[config.mk]
export PLATFORM = sky130hd
export DESIGN_NAME = direction_input_ctrl
export DESIGN_NICKNAME = d
export VERILOG_FILES = /design/src/rtl/direction_input_ctrl.sv
export SDC_FILE = /design/constraint.sdc
export NUM_CORES = 1
export LEC_CHECK = 0
export ABC_AREA = 1
export CAP_MARGIN = 20
export CORE_MARGIN = 1.5
export CORE_UTILIZATION = 40
export DETAILED_ROUTE_END_ITERATION = 10
export DONT_BUFFER_PORTS = 1
export PLACE_DENSITY_LB_ADDON = 0.1
export SLEW_MARGIN = 20
export SYNTH_ARGS = -nofsm -noshare
export SYNTH_HDL_FRONTEND = slang
export SYNTH_SLANG_ARGS = --single-unit
[constraint.sdc]
create_clock -name clk -period 3 [get_ports clk]
set_input_delay 0.45 -clock clk [delete_from_list [all_inputs] [get_ports clk]]
set_output_delay 0.45 -clock clk [all_outputs]
set_load 0.01 [all_outputs]
[src/rtl/direction_input_ctrl.sv]
// Button front end for the 2048 core: synchronizes and debounces four buttons,
// rejects chords, and issues one one-hot direction command per press.
module direction_input_ctrl #(
   parameter int DEBOUNCE_CYCLES = 1000
) (
   input  logic        clk,
   input  logic        rst,
   input  logic        btn_up,
   input  logic        btn_down,
   input  logic        btn_left,
   input  logic        btn_right,
   input  logic [1:0]  game_state,
   input  logic        ready,
   output logic [3:0]  direction,
   output logic [15:0] move_count
);
   // state        | meaning
   // IDLE         | waiting for a single button
   // DEBOUNCE     | single button seen, counting stable samples
   // ISSUE        | command presented, waiting for ready or withdraw
   // WAIT_RELEASE | waiting for all buttons stably released

   localparam int CW = $clog2(DEBOUNCE_CYCLES + 1);
   localparam logic [CW-1:0] CNT_LAST = CW'(DEBOUNCE_CYCLES - 1);
   localparam logic [1:0] GS_PLAYING = 2'b01;

   typedef enum logic [1:0] {
      IDLE         = 2'd0,
      DEBOUNCE     = 2'd1,
      ISSUE        = 2'd2,
      WAIT_RELEASE = 2'd3
   } state_t;

   state_t        state_q, state_d;
   logic [3:0]    sync1_q, sync1_d;
   logic [3:0]    sync2_q;
   logic [CW-1:0] cnt_q, cnt_d;
   logic [3:0]    cap_q, cap_d;
   logic [3:0]    direction_q, direction_d;
   logic [15:0]   move_count_q, move_count_d;
   logic [3:0]    sync_btn;
   logic          one_hot;

   assign sync1_d  = {btn_right, btn_left, btn_down, btn_up};
   assign sync_btn = sync2_q;
   assign one_hot  = (sync_btn != 4'd0) && ((sync_btn & (sync_btn - 4'd1)) == 4'd0);

   always_comb begin
      state_d      = state_q;
      cnt_d        = cnt_q;
      cap_d        = cap_q;
      move_count_d = move_count_q;
      unique case (state_q)
         IDLE: begin
            if (one_hot) begin
               cap_d   = sync_btn;
               cnt_d   = CW'(1);
               state_d = DEBOUNCE;
            end else if (sync_btn != 4'd0) begin
               cnt_d   = '0;
               state_d = WAIT_RELEASE;
            end
         end
         DEBOUNCE: begin
            if (sync_btn != cap_q) begin
               cnt_d   = '0;
               state_d = IDLE;
            end else if (cnt_q == CNT_LAST) begin
               // Clear so the release window always spans a full debounce period
               cnt_d   = '0;
               state_d = (game_state == GS_PLAYING) ? ISSUE : WAIT_RELEASE;
            end else begin
               cnt_d = cnt_q + CW'(1);
            end
         end
         ISSUE: begin
            if (game_state != GS_PLAYING) begin
               state_d = WAIT_RELEASE;
            end else if (ready && (direction_q != 4'd0)) begin
               if (move_count_q != 16'hFFFF) move_count_d = move_count_q + 16'd1;
               state_d = WAIT_RELEASE;
            end
         end
         WAIT_RELEASE: begin
            if (sync_btn != 4'd0) begin
               cnt_d = '0;
            end else if (cnt_q == CNT_LAST) begin
               cnt_d   = '0;
               state_d = IDLE;
            end else begin
               cnt_d = cnt_q + CW'(1);
            end
         end
         default: state_d = IDLE;
      endcase
      direction_d = (state_d == ISSUE) ? cap_d : 4'd0;
   end

   always_ff @(posedge clk) begin
      if (rst) begin
         state_q      <= IDLE;
         sync1_q      <= '0;
         sync2_q      <= '0;
         cnt_q        <= '0;
         cap_q        <= '0;
         direction_q  <= '0;
         move_count_q <= '0;
      end else begin
         state_q      <= state_d;
         sync1_q      <= sync1_d;
         sync2_q      <= sync1_q;
         cnt_q        <= cnt_d;
         cap_q        <= cap_d;
         direction_q  <= direction_d;
         move_count_q <= move_count_d;
      end
   end

   assign direction  = direction_q;
   assign move_count = move_count_q;

endmodule

# After elaboration in Yosys (flattened, before gate mapping)
# Cells that the tools add are included.
# totals
input_bits	9
wordCells	51
ff_bits	44
out_inout_bits	20
# classes
n_reduce_logical	10
muxes	18
bitwise	3
n_eq_ne	10
addsub	3
# ops
op	count
$mux W10	5
$pmux W10 S3	1
$add A16 B1 Y16 const B	1
$mux W2	8
$ne A16 B16 Y1 const B	1
$add A10 B1 Y10 const B	1
$eq A10 B10 Y1 const B	1
$mux W4	2
$pmux W2 S4	1
$reduce_bool A4 Y1	2
$eq A2 B2 Y1 const B	3
$and A4 B4 Y4	1
$eq A2 B1 Y1 const B	2
$logic_not A4 Y1	1
$ne A4 B4 Y1	1
$reduce_and A4 Y1	1
$sub A4 B1 Y4 const B	1
$ne A3 B3 Y1 const B	1
$reduce_bool A3 Y1	1
$logic_and A1 B1 Y1	2
$logic_not A2 Y1	1
$ne A2 B1 Y1 const B	1
$not A1 Y1	2
$reduce_and A2 Y1	1
other kinds (2)	2

# Depth between registers and ports, before layout
# Gate-level depths: netlist (run 1).
# logic_depth
depth_word	9
ltp_mapped	10

# Worst setup path before layout (run 1)
# No wires, ideal clock.
# synth_timing
path_kind	reg2reg
start	register move_count_q[0] (netlist: move_count[0])
end	register move_count_q[1] (netlist: move_count[1])
stages_incl_launch_ff	10
setup_slack_ps	1345
setup_ps	116
arrival_time_ps	1539
n_path_buf	1
period_less_slack_ps	1655
path_cell_list	dfxtp_1 ha_1 nand2_2 nor2_2 nand2_2 o21ai_4 inv_2 buf_6 nor2_1 nor2_1
# synth_between
elab_chain_len	2
elab_cells_between_ends	3
classes_between	add/sub: 1; eq/ne: 1; reduce/logical: 1
# synth_lines
item	line_no	text
start: declaration	40	logic [15:0] move_count_q, move_count_d;
start signal: assignment	115	move_count_q <= move_count_d;
branches (longest 2 deep; another with $add A16 B1 Y16)	-	
# Several ways; the timed one is not identified.
# A chain may end at the register's enable or synchronous reset.

# Final worst setup path (run 1)
# layout_timing
start	register move_count_q[0] (netlist: move_count[0])
end	register move_count_q[0] (netlist: move_count[0])
# Same word-level chain as after synthesis.

==> flow_summary_export.csv, run 1 <==
group,metric,value,unit
finish,n_fill_cell,592,
finish,stdcell_area,2480,um2
power_and_ir_drop,cellPowerDensity,558,nW/um2
finish,nets,367,
synth,ys_top_cells_by_count,"nand2_1 (90), nor2_1 (48), dfxtp_1 (44)",
detailed_routing,wl_met2,2.20,mm
floorplanning,dieWidth,79.5,um
power_and_ir_drop,ir_drop,0.000357,V
detailed_routing,dr.pass1.iters,5,
grt,grt_pass1_vias,1878,
placement,gp_congestion,0.798,
synth,ys_seq_area_share,37.6,%
clocking,cts.clk_slew.worst_paths,0.09,ns
detailed_routing,post_drt_wl_per_cell,12.3,um
detailed_routing,vias,2139,
worst_setup_path,start_kind,"flop",
synth,synth_cells,357,
finish,regArea,881,um2
clocking,cts_max_path_buffers,2,
synth,synth_top_area_share,37.6,%
finish,instances_no_fill,429,
worst_setup_path,cp_max_fo,17,
timing,rsz0062_at_grt,"false",
grt,antenna_found_initial,0,
timing,worst_slew_pin_slew,0.498,ns
synth,synth-edff-count,0,
finish,drive_above_1_share,5.60,%
synth,synth_area_per_cell,6.56,um2
detailed_routing,ant_nets,0,
clocking,post_cts_resized,0,
synth,synthTopCellsByArea,"dfxtp_1 (38%), nand2_1 (14%), nor2_1 (7.7%)",
placement,placed_cells,421,
timing,max_freq,457,MHz
timing,final-setup-viol-count,0,
floorplanning,num_io_pins,29,
detailed_routing,dr.first_iter.drc_count,102,
floorplanning,core-area,5570,um2
grt,grt_pass1_wl,8.89,mm
detailed_routing,routed_wirelength,5.26,mm
clocking,cts_tree,"yes",
grt,grt_use_total,18.0,%
detailed_routing,via_per_inst,4.99,
placement,portBuffers,0,
timing,timing.final.max_slew_violations,0,
worst_setup_path,crit_type,"reg -> reg",
min_path,worstHoldPathCells,1,
synth,synth.distinct_cells,25,
worst_setup_path,critPathRequiredTime,3.18,ns
floorplanning,std_cell_rows,27,
clocking,worstSkewPairLatency,0.29,ns
detailed_routing,drc,0,
timing,tns,0,ns
floorplanning,die_h,79.5,um
synth,netlist_area,2340,um2
clocking,hold_buffers,0,
clocking,clock-sinks,44,
floorplanning,start_util,42.0,%
power_and_ir_drop,power,1.39,mW
grt,grt_overflow,0,
timing,skew,0.00701,ns
detailed_routing,highest_layer,"met4",
synth,yosys_warnings,0,
power_and_ir_drop,p_leak,1.01,nW
finish,multiInputGateArea,1230,um2
timing,period_minus_slack,2.19,ns
timing,slew_headroom,66.8,%
clocking,cts_max_level,2,
min_path,hold_class,"in -> reg",
worst_setup_path,cp_data_arrival_time,2.37,ns
clocking,cts_setup_buffers,0,
finish,syn2layout_area_growth,5.93,%
finish,n_antenna_cell,0,
clocking,cts_root_buffer,"clkbuf_8",
run,max_cap_violations,0,
detailed_routing,route.met3.wl,242,um
clocking,cts_buffers,5,
grt,grt_max_degree,34,
synth,synth_ff_type,"dfxtp_1",
synth,synthArstFlopShare,0,%
synth,synth_most_common_cell,"nand2_1",
synth,syn-num-nets,368,
placement,place_area,2390,um2
worst_setup_path,r2r_cells,8,
placement,dp_hpwl,3.70,mm
worst_setup_path,end_kind,"flop",
timing,report.final.hold_viol_count,0,
timing,period_share,73.0,%
detailed_routing,wl_met1,2.74,mm
outcome,outcome,"finished, final reports clean",
synth,synth_area_leader_cell,"dfxtp_1",
floorplanning,die_area,6330,um2
synth,synth_seq_cells,44,
cells by family after synthesis:
logic type / synth area share (%)
buffers and inverters: 9.77
XOR/XNOR: 5.23
AO/OA/AOI/OAI: 10.1
flip-flops: 37.6
AND/OR/NAND/NOR: 36.2
adder cells (fa/ha/maj): 1.07
final timing paths:
kind	startpoint	endpoint	slack [ns]
max	move_count[0]	move_count[0]	0.81
min	rst	cnt_q[6]	0.22
max reg2reg	move_count[0]	move_count[0]	0.81
min reg2reg	sync1_q[3]	sync2_q[3]	0.41
layout make-up:
type | instances | area share (%)
multi-input combinational | 257 | 49.7
inverter | 47 | 7.11
clock inverter | 1 | 0.302
tap | 72 | 3.63
sequential | 44 | 35.5
clock buffer | 7 | 3.48
timing repair buffer | 1 | 0.302
layout by cell type (no fill, tap or decap), drive strengths merged:
cell,Yosys,final
a21oi,24,24
a31oi,2,2
and2,1,1
and3,1,1
buf,5,1
clkbuf,4,7
clkinvlp,0,1
dfxtp,44,44
ha,2,2
inv,47,47
nand2,93,93
nand3,28,28
nand3b,3,3
nand4,6,6
nor2,49,49
nor3,16,16
o21ai,18,18
xnor2,5,5
xor2,9,9
where the power goes:
part	leakage [nW]	internal (mW)	switching [mW]	total [mW]
combinational	0.607	0.0997	0.220	0.320
sequential	0.358	0.628	0.0455	0.674
clock	0.0445	0.187	0.205	0.392
metal layers:
metal	vias to the layer above	GRT usage [%]
li1	1133	-
met1	958	24.5
met2	42	27.4
met3	6	4.69
met4	0	6.32
met5	-	0
flip-flops by register name, summed over array words and instances, names as in the netlist:
| signal | flops |
|---|---|
| cap_q | 4 |
| cnt_q | 10 |
| direction | 4 |
| move_count | 16 |
| state_q | 2 |
| sync1_q | 4 |
| sync2_q | 4 |
critical path, stage by stage, from the launching register on:
cell	delay, ns
dfxtp_1	0.46
ha_1	0.29
nand2_2	0.07
nor2_2	0.19
nand2_2	0.11
o21ai_4	0.42
inv_2	0.25
o21ai_0	0.23
a21oi_1	0.06
metrics by stage:
stage / setup slack [ns] / util (%) / hold WS (ns)
after CTS: 0.805 / 44.5 / 0.202
after global routing: 0.534 / 44.5 / 0.188
after global placement: 0.930 / 42.9 / 0.389
final: 0.810 / 44.5 / 0.217
after floorplan: 1.35 / - / 0.388
after detailed placement: 0.817 / 42.9 / 0.396
(Power assumes the default switching activity.)
==> inputs of run 2 (changes only) <==
==> constraint.sdc (replaced) <==
create_clock -name clk -period 2 [get_ports clk]
set_input_delay 0.3 -clock clk [delete_from_list [all_inputs] [get_ports clk]]
set_output_delay 0.3 -clock clk [all_outputs]
set_load 0.01 [all_outputs]
==> run 2 against run 1 <==
Effect of this change: total power grew 57%; die area is the same; fmax grew 28%; worst hold slack lost 0.17 ns; critical path type unchanged; largest power group unchanged; highest routed layer unchanged.
==> flow_summary_export.csv, run 2 (same netlist as run 1, synthesis figures left out) <==
group,metric,value,unit
worst_setup_path,critical_path_buf_inv_count,1,
power_and_ir_drop,power.switching,0.714,mW
worst_setup_path,crit_type,"reg -> reg",
floorplanning,dieWidth,79.5,um
detailed_routing,ant_nets,0,
floorplanning,die_h,79.5,um
grt,grt_use_total,18.2,%
detailed_routing,routed_wirelength,5.29,mm
clocking,cts_setup_buffers,0,
clocking,hold_buffers,0,
detailed_routing,vias,2137,
timing,slew_headroom,69.3,%
placement,portBuffers,0,
finish,final_common_cell,"nand2_1",
worst_setup_path,cp_data_arrival_time,1.89,ns
floorplanning,start_util,42.0,%
power_and_ir_drop,p_clk_share,32.0,%
min_path,hold_class,"in -> reg",
finish,largest_reg_flops,16,
power_and_ir_drop,p_comb_share,21.8,%
worst_setup_path,slowest_delay,0.34,ns
grt,antenna_found_initial,0,
worst_setup_path,worstPathCellList,"ha_1 -> nand2_2 -> nor2_2 -> nand2_2 -> o21ai_4 -> inv_2 -> o21ai_0 -> a21oi_1",
grt,grt_max_degree,34,
power_and_ir_drop,seqPwrFrac,46.2,%
timing,timing.final.max_slew_violations,0,
finish,post-route-util,46.6,%
worst_setup_path,start_kind,"flop",
detailed_routing,post_drt_wl_per_cell,12.0,um
timing,period_minus_slack,1.71,ns
clocking,cts_tree,"yes",
timing,max_freq,586,MHz
timing,final-setup-viol-count,0,
finish,n_fill_cell,598,
power_and_ir_drop,p_leak,1.09,nW
power_and_ir_drop,sw_frac_of_total,32.8,%
timing,worst_slew_pin_slew,0.460,ns
clocking,cts_max_level,2,
worst_setup_path,cp_common_cell,"nand2_2",
finish,nets,380,
clocking,cts_buffers,5,
floorplanning,core-area,5570,um2
worst_setup_path,cp_max_fo,16,
grt,grt_pass1_wl,9.14,mm
finish,syn2layout_area_growth,10.8,%
timing,report.final.hold_viol_count,0,
timing,period_share,85.3,%
finish,n_antenna_cell,0,
clocking,cts_max_path_buffers,2,
run,max_cap_violations,0,
floorplanning,die_area,6330,um2
detailed_routing,dr.pass1.iters,4,
clocking,worstSkewPairLatency,0.30,ns
timing,finalWorstSetupSlack,0.293,ns
floorplanning,num_io_pins,29,
clocking,cts.clk_slew.worst_paths,0.09,ns
timing,tns,0,ns
grt,grt_overflow,0,
timing,rsz0062_at_grt,"false",
placement,pre_cts_slack,0.322,ns
clocking,cts_root_buffer,"clkbuf_8",
clocking,post_cts_resized,0,
floorplanning,std_cell_rows,27,
worst_setup_path,critPathRequiredTime,2.18,ns
power_and_ir_drop,p_int,1.46,mW
power_and_ir_drop,ir_drop,0.000410,V
power_and_ir_drop,cellPowerDensity,838,nW/um2
clocking,clock-sinks,44,
detailed_routing,via_per_inst,4.83,
detailed_routing,drc,0,
worst_setup_path,crit_family,"compound AO/OA/AOI/OAI gates",
finish,stdcell_area,2600,um2
outcome,outcome,"finished, final reports clean",
finish,drive_above_1_share,9.19,%
detailed_routing,dr.first_iter.drc_count,154,
finish,instances_no_fill,442,
placement,placed_cells,434,
grt,grt_pass1_vias,1956,
placement,dp_hpwl,3.83,mm
worst_setup_path,end_kind,"flop",
timing,skew,0.00930,ns
placement,gp_congestion,0.827,
finish,mostFrequentLayoutCells,"nand2_1 (90), nor2_1 (48), dfxtp_1 (44)",
placement,place_area,2490,um2
worst_setup_path,crit_slowest_cell,"dfxtp_1",
==> run 2: routing by layer <==
metal / vias to the layer above / routed length, um / GRT usage, %
li1: 1155 / - / -
met2: 38 / 2200 / 27.5
met1: 940 / 2860 / 26.3
met3: 4 / 194 / 3.66
met4: 0 / 39 / 4.74
met5: - / 0 / 0
==> run 2: final timing paths <==
check | startpoint | cells after the start | to | slack, ns
worst min register to register | sync1_q[0] | 2 | sync2_q[0] | 0.40
worst min-delay path | rst | 1 | cnt_q[6] | 0.05
worst max-delay path | move_count[0] | 8 | move_count[0] | 0.29
worst max register to register | move_count[0] | 8 | move_count[0] | 0.29
==> run 2: through the flow <==
step / total power, mW / hold slack [ns]
2_1_floorplan: 1.39 / 0.388
3_3_place_gp: 1.50 / 0.372
3_5_place_dp: 1.51 / 0.374
4_1_cts: 2.22 / 0.0364
5_1_grt: 2.34 / 0.0364
6_report: 2.18 / 0.0517
==> run 2: layout make-up <==
cell class              instances  area (um2)  area share (%)
repair buffers                 14         105            4.05
clock inverters                 3        42.5            1.64
flip-flops and latches         44         881            33.9
well taps                      72        90.1            3.47
inverters                      47         176            6.79
clock buffers                   5        68.8            2.65
multi-input cells             257        1230            47.5
==> run 2: worst register-to-register path, stage by stage (launching register included) <==
cell and delay [ns]:
dfxtp_1 0.34, ha_1 0.25, nand2_2 0.08, nor2_2 0.12, nand2_2 0.10, o21ai_4 0.27, inv_2 0.19, o21ai_0 0.19
a21oi_1 0.06
==> run 2: power by group through the flow <==
| stage | clock network (mW) | registers (mW) | logic [mW] |
|---|---|---|---|
| 6_report | 0.697 | 1.01 | 0.474 |
| 5_1_grt | 0.764 | 1.02 | 0.555 |
| 4_1_cts | 0.728 | 1.01 | 0.481 |
| 3_5_place_dp | 0 | 1.03 | 0.479 |
| 3_3_place_gp | 0 | 1.03 | 0.475 |
| 2_1_floorplan | 0 | 1.01 | 0.377 |
==> inputs of run 3 (changes only) <==
==> constraint.sdc (replaced) <==
create_clock -name clk -period 2 [get_ports clk]
set_input_delay 0.3 -clock clk [delete_from_list [all_inputs] [get_ports clk]]
set_output_delay 0.3 -clock clk [all_outputs]
set_load 0.005 [all_outputs]
==> run 3 against run 2 <==
Effect of this change: global-route usage shrank 0.46 points; critical path depth grew 1; fmax shrank 1.7%; flip-flop and latch count is the same; non-clock buffer count shrank 7; worst hold slack gained 0.0077 ns; clock skew grew 0.0023 ns; design area shrank 2.2%; critical endpoint is now move_count[3]; largest power group unchanged; highest routed layer unchanged.
==> flow_summary_export.csv, run 3 (same netlist as run 1, synthesis figures left out) <==
group,metric,value,unit
detailed_routing,routed_wirelength,5.22,mm
finish,syn2layout_area_growth,8.44,%
timing,period_minus_slack,1.74,ns
finish,drive_above_1_share,7.16,%
timing,rsz0062_at_grt,"false",
finish,final_common_cell,"nand2_1",
timing,skew,0.0116,ns
detailed_routing,ant_nets,0,
floorplanning,die_h,79.5,um
worst_setup_path,r2r-end,"move_count[3]",
floorplanning,num_io_pins,29,
finish,largest_reg_flops,16,
placement,gp_congestion,0.839,
clocking,cts_buffers,5,
finish,nets,373,
timing,tns,0,ns
clocking,cts_max_level,2,
clocking,cts_root_buffer,"clkbuf_8",
worst_setup_path,critPathRequiredTime,2.19,ns
grt,grt_max_degree,34,
clocking,cts_setup_buffers,0,
worst_setup_path,cp_max_fo,11,
power_and_ir_drop,p_clk_share,31.3,%
worst_setup_path,start_kind,"flop",
floorplanning,start_util,42.0,%
clocking,cts.clk_slew.worst_paths,0.09,ns
finish,stdcell_area,2540,um2
power_and_ir_drop,sw_frac_of_total,32.0,%
finish,mostFrequentLayoutCells,"nand2_1 (90), nor2_1 (48), dfxtp_1 (44)",
power_and_ir_drop,seqPwrFrac,46.6,%
power_and_ir_drop,p_comb_share,22.1,%
timing,final-setup-viol-count,0,
timing,timing.final.max_slew_violations,0,
detailed_routing,dr.first_iter.drc_count,119,
detailed_routing,post_drt_wl_per_cell,12.0,um
timing,report.final.hold_viol_count,0,
clocking,cts_tree,"yes",
power_and_ir_drop,cellPowerDensity,846,nW/um2
detailed_routing,drc,0,
floorplanning,core-area,5570,um2
grt,grt_pass1_vias,1993,
detailed_routing,via_per_inst,4.90,
floorplanning,std_cell_rows,27,
power_and_ir_drop,p_leak,1.05,nW
timing,max_freq,576,MHz
floorplanning,dieWidth,79.5,um
worst_setup_path,end_kind,"flop",
clocking,worstSkewPairLatency,0.29,ns
timing,slew_headroom,69.1,%
power_and_ir_drop,p_int,1.46,mW
grt,grt_overflow,0,
worst_setup_path,cp_data_arrival_time,1.92,ns
clocking,post_cts_resized,0,
worst_setup_path,r2r_slack,0.26,ns
clocking,cts_max_path_buffers,2,
timing,period_share,86.8,%
grt,antenna_found_initial,0,
worst_setup_path,setup.worst_path.end,"move_count[3]",
power_and_ir_drop,power.switching,0.687,mW
grt,grt_pass1_wl,8.94,mm
detailed_routing,dr.pass1.iters,4,
min_path,hold_class,"in -> reg",
placement,dp_hpwl,3.79,mm
power_and_ir_drop,ir_drop,0.000524,V
worst_setup_path,startpoint,"move_count[1]",
clocking,hold_buffers,0,
placement,place_area,2430,um2
worst_setup_path,r2r_cells,9,
finish,n_fill_cell,615,
timing,worst_slew_pin_slew,0.463,ns
floorplanning,die_area,6330,um2
detailed_routing,vias,2130,
run,max_cap_violations,0,
worst_setup_path,rr_startpoint,"move_count[1]",
finish,n_antenna_cell,0,
placement,portBuffers,0,
grt,grt_use_total,17.8,%
outcome,outcome,"finished, final reports clean",
worst_setup_path,crit_type,"reg -> reg",
clocking,clock-sinks,44,
[run 3: area by class of cell]
| class | instances | area, um2 | share of cell area, % |
|---|---|---|---|
| clock buffers | 6 | 72.6 | 2.86 |
| clock inverters | 2 | 35.0 | 1.38 |
| multi-input cells | 257 | 1230 | 48.5 |
| inverters | 47 | 176 | 6.94 |
| well taps | 72 | 90.1 | 3.55 |
| flip-flops and latches | 44 | 881 | 34.7 |
| repair buffers | 7 | 52.6 | 2.07 |
[run 3: worst min-delay path by stage]
stage,from,endpoint,slack (ns),cells after the start
3_5_place_dp,rst,cnt_q[6],0.37,1
5_1_grt,rst,cnt_q[6],0.04,1
3_3_place_gp,rst,cnt_q[6],0.37,1
4_1_cts,rst,cnt_q[6],0.05,1
2_1_floorplan,sync1_q[0],sync2_q[0],0.39,2
6_report,rst,cnt_q[6],0.06,1
[run 3: power by group through the flow]
| stage | Sequential, mW | Clock (mW) | Combinational, mW |
|---|---|---|---|
| finish | 1.00 | 0.674 | 0.476 |
| global route | 1.01 | 0.749 | 0.552 |
| CTS | 1.00 | 0.701 | 0.483 |
| detailed placement | 1.02 | 0 | 0.481 |
| global placement | 1.02 | 0 | 0.479 |
| floorplan | 1.01 | 0 | 0.377 |
[run 3: per-stage QoR]
stage          setup WS, ns  total power, mW  utilization, %  std cells  hold slack, ns
2_1_floorplan         0.392             1.39               -        357           0.388
3_3_place_gp          0.300             1.50            43.7        427           0.372
3_5_place_dp          0.259             1.50            43.7        427           0.374
4_1_cts               0.246             2.19            45.6        435          0.0499
5_1_grt              0.0843             2.31            45.6        435          0.0401
6_report              0.264             2.15            45.6        435          0.0594
[run 3: per-layer routing]
layer / share of wire (%) / track usage (%) / wire, um / vias up
met1: 51 / 23.8 / 2660 / 944
met4: 0.46 / 3.16 / 24 / 0
li1: - / - / - / 1144
met5: 0 / 0 / 0 / -
met3: 4.5 / 4.69 / 235 / 2
met2: 44 / 28.8 / 2300 / 40
[run 3: worst max-delay path, cell delays in order (launching register included)]
cell	delay, ns
dfxtp_1	0.40
ha_1	0.27
nand2_2	0.07
nor2_2	0.13
nand2_2	0.10
o21ai_4	0.24
buf_4	0.22
o21ai_0	0.09
nand2_1	0.07
nor2_1	0.04
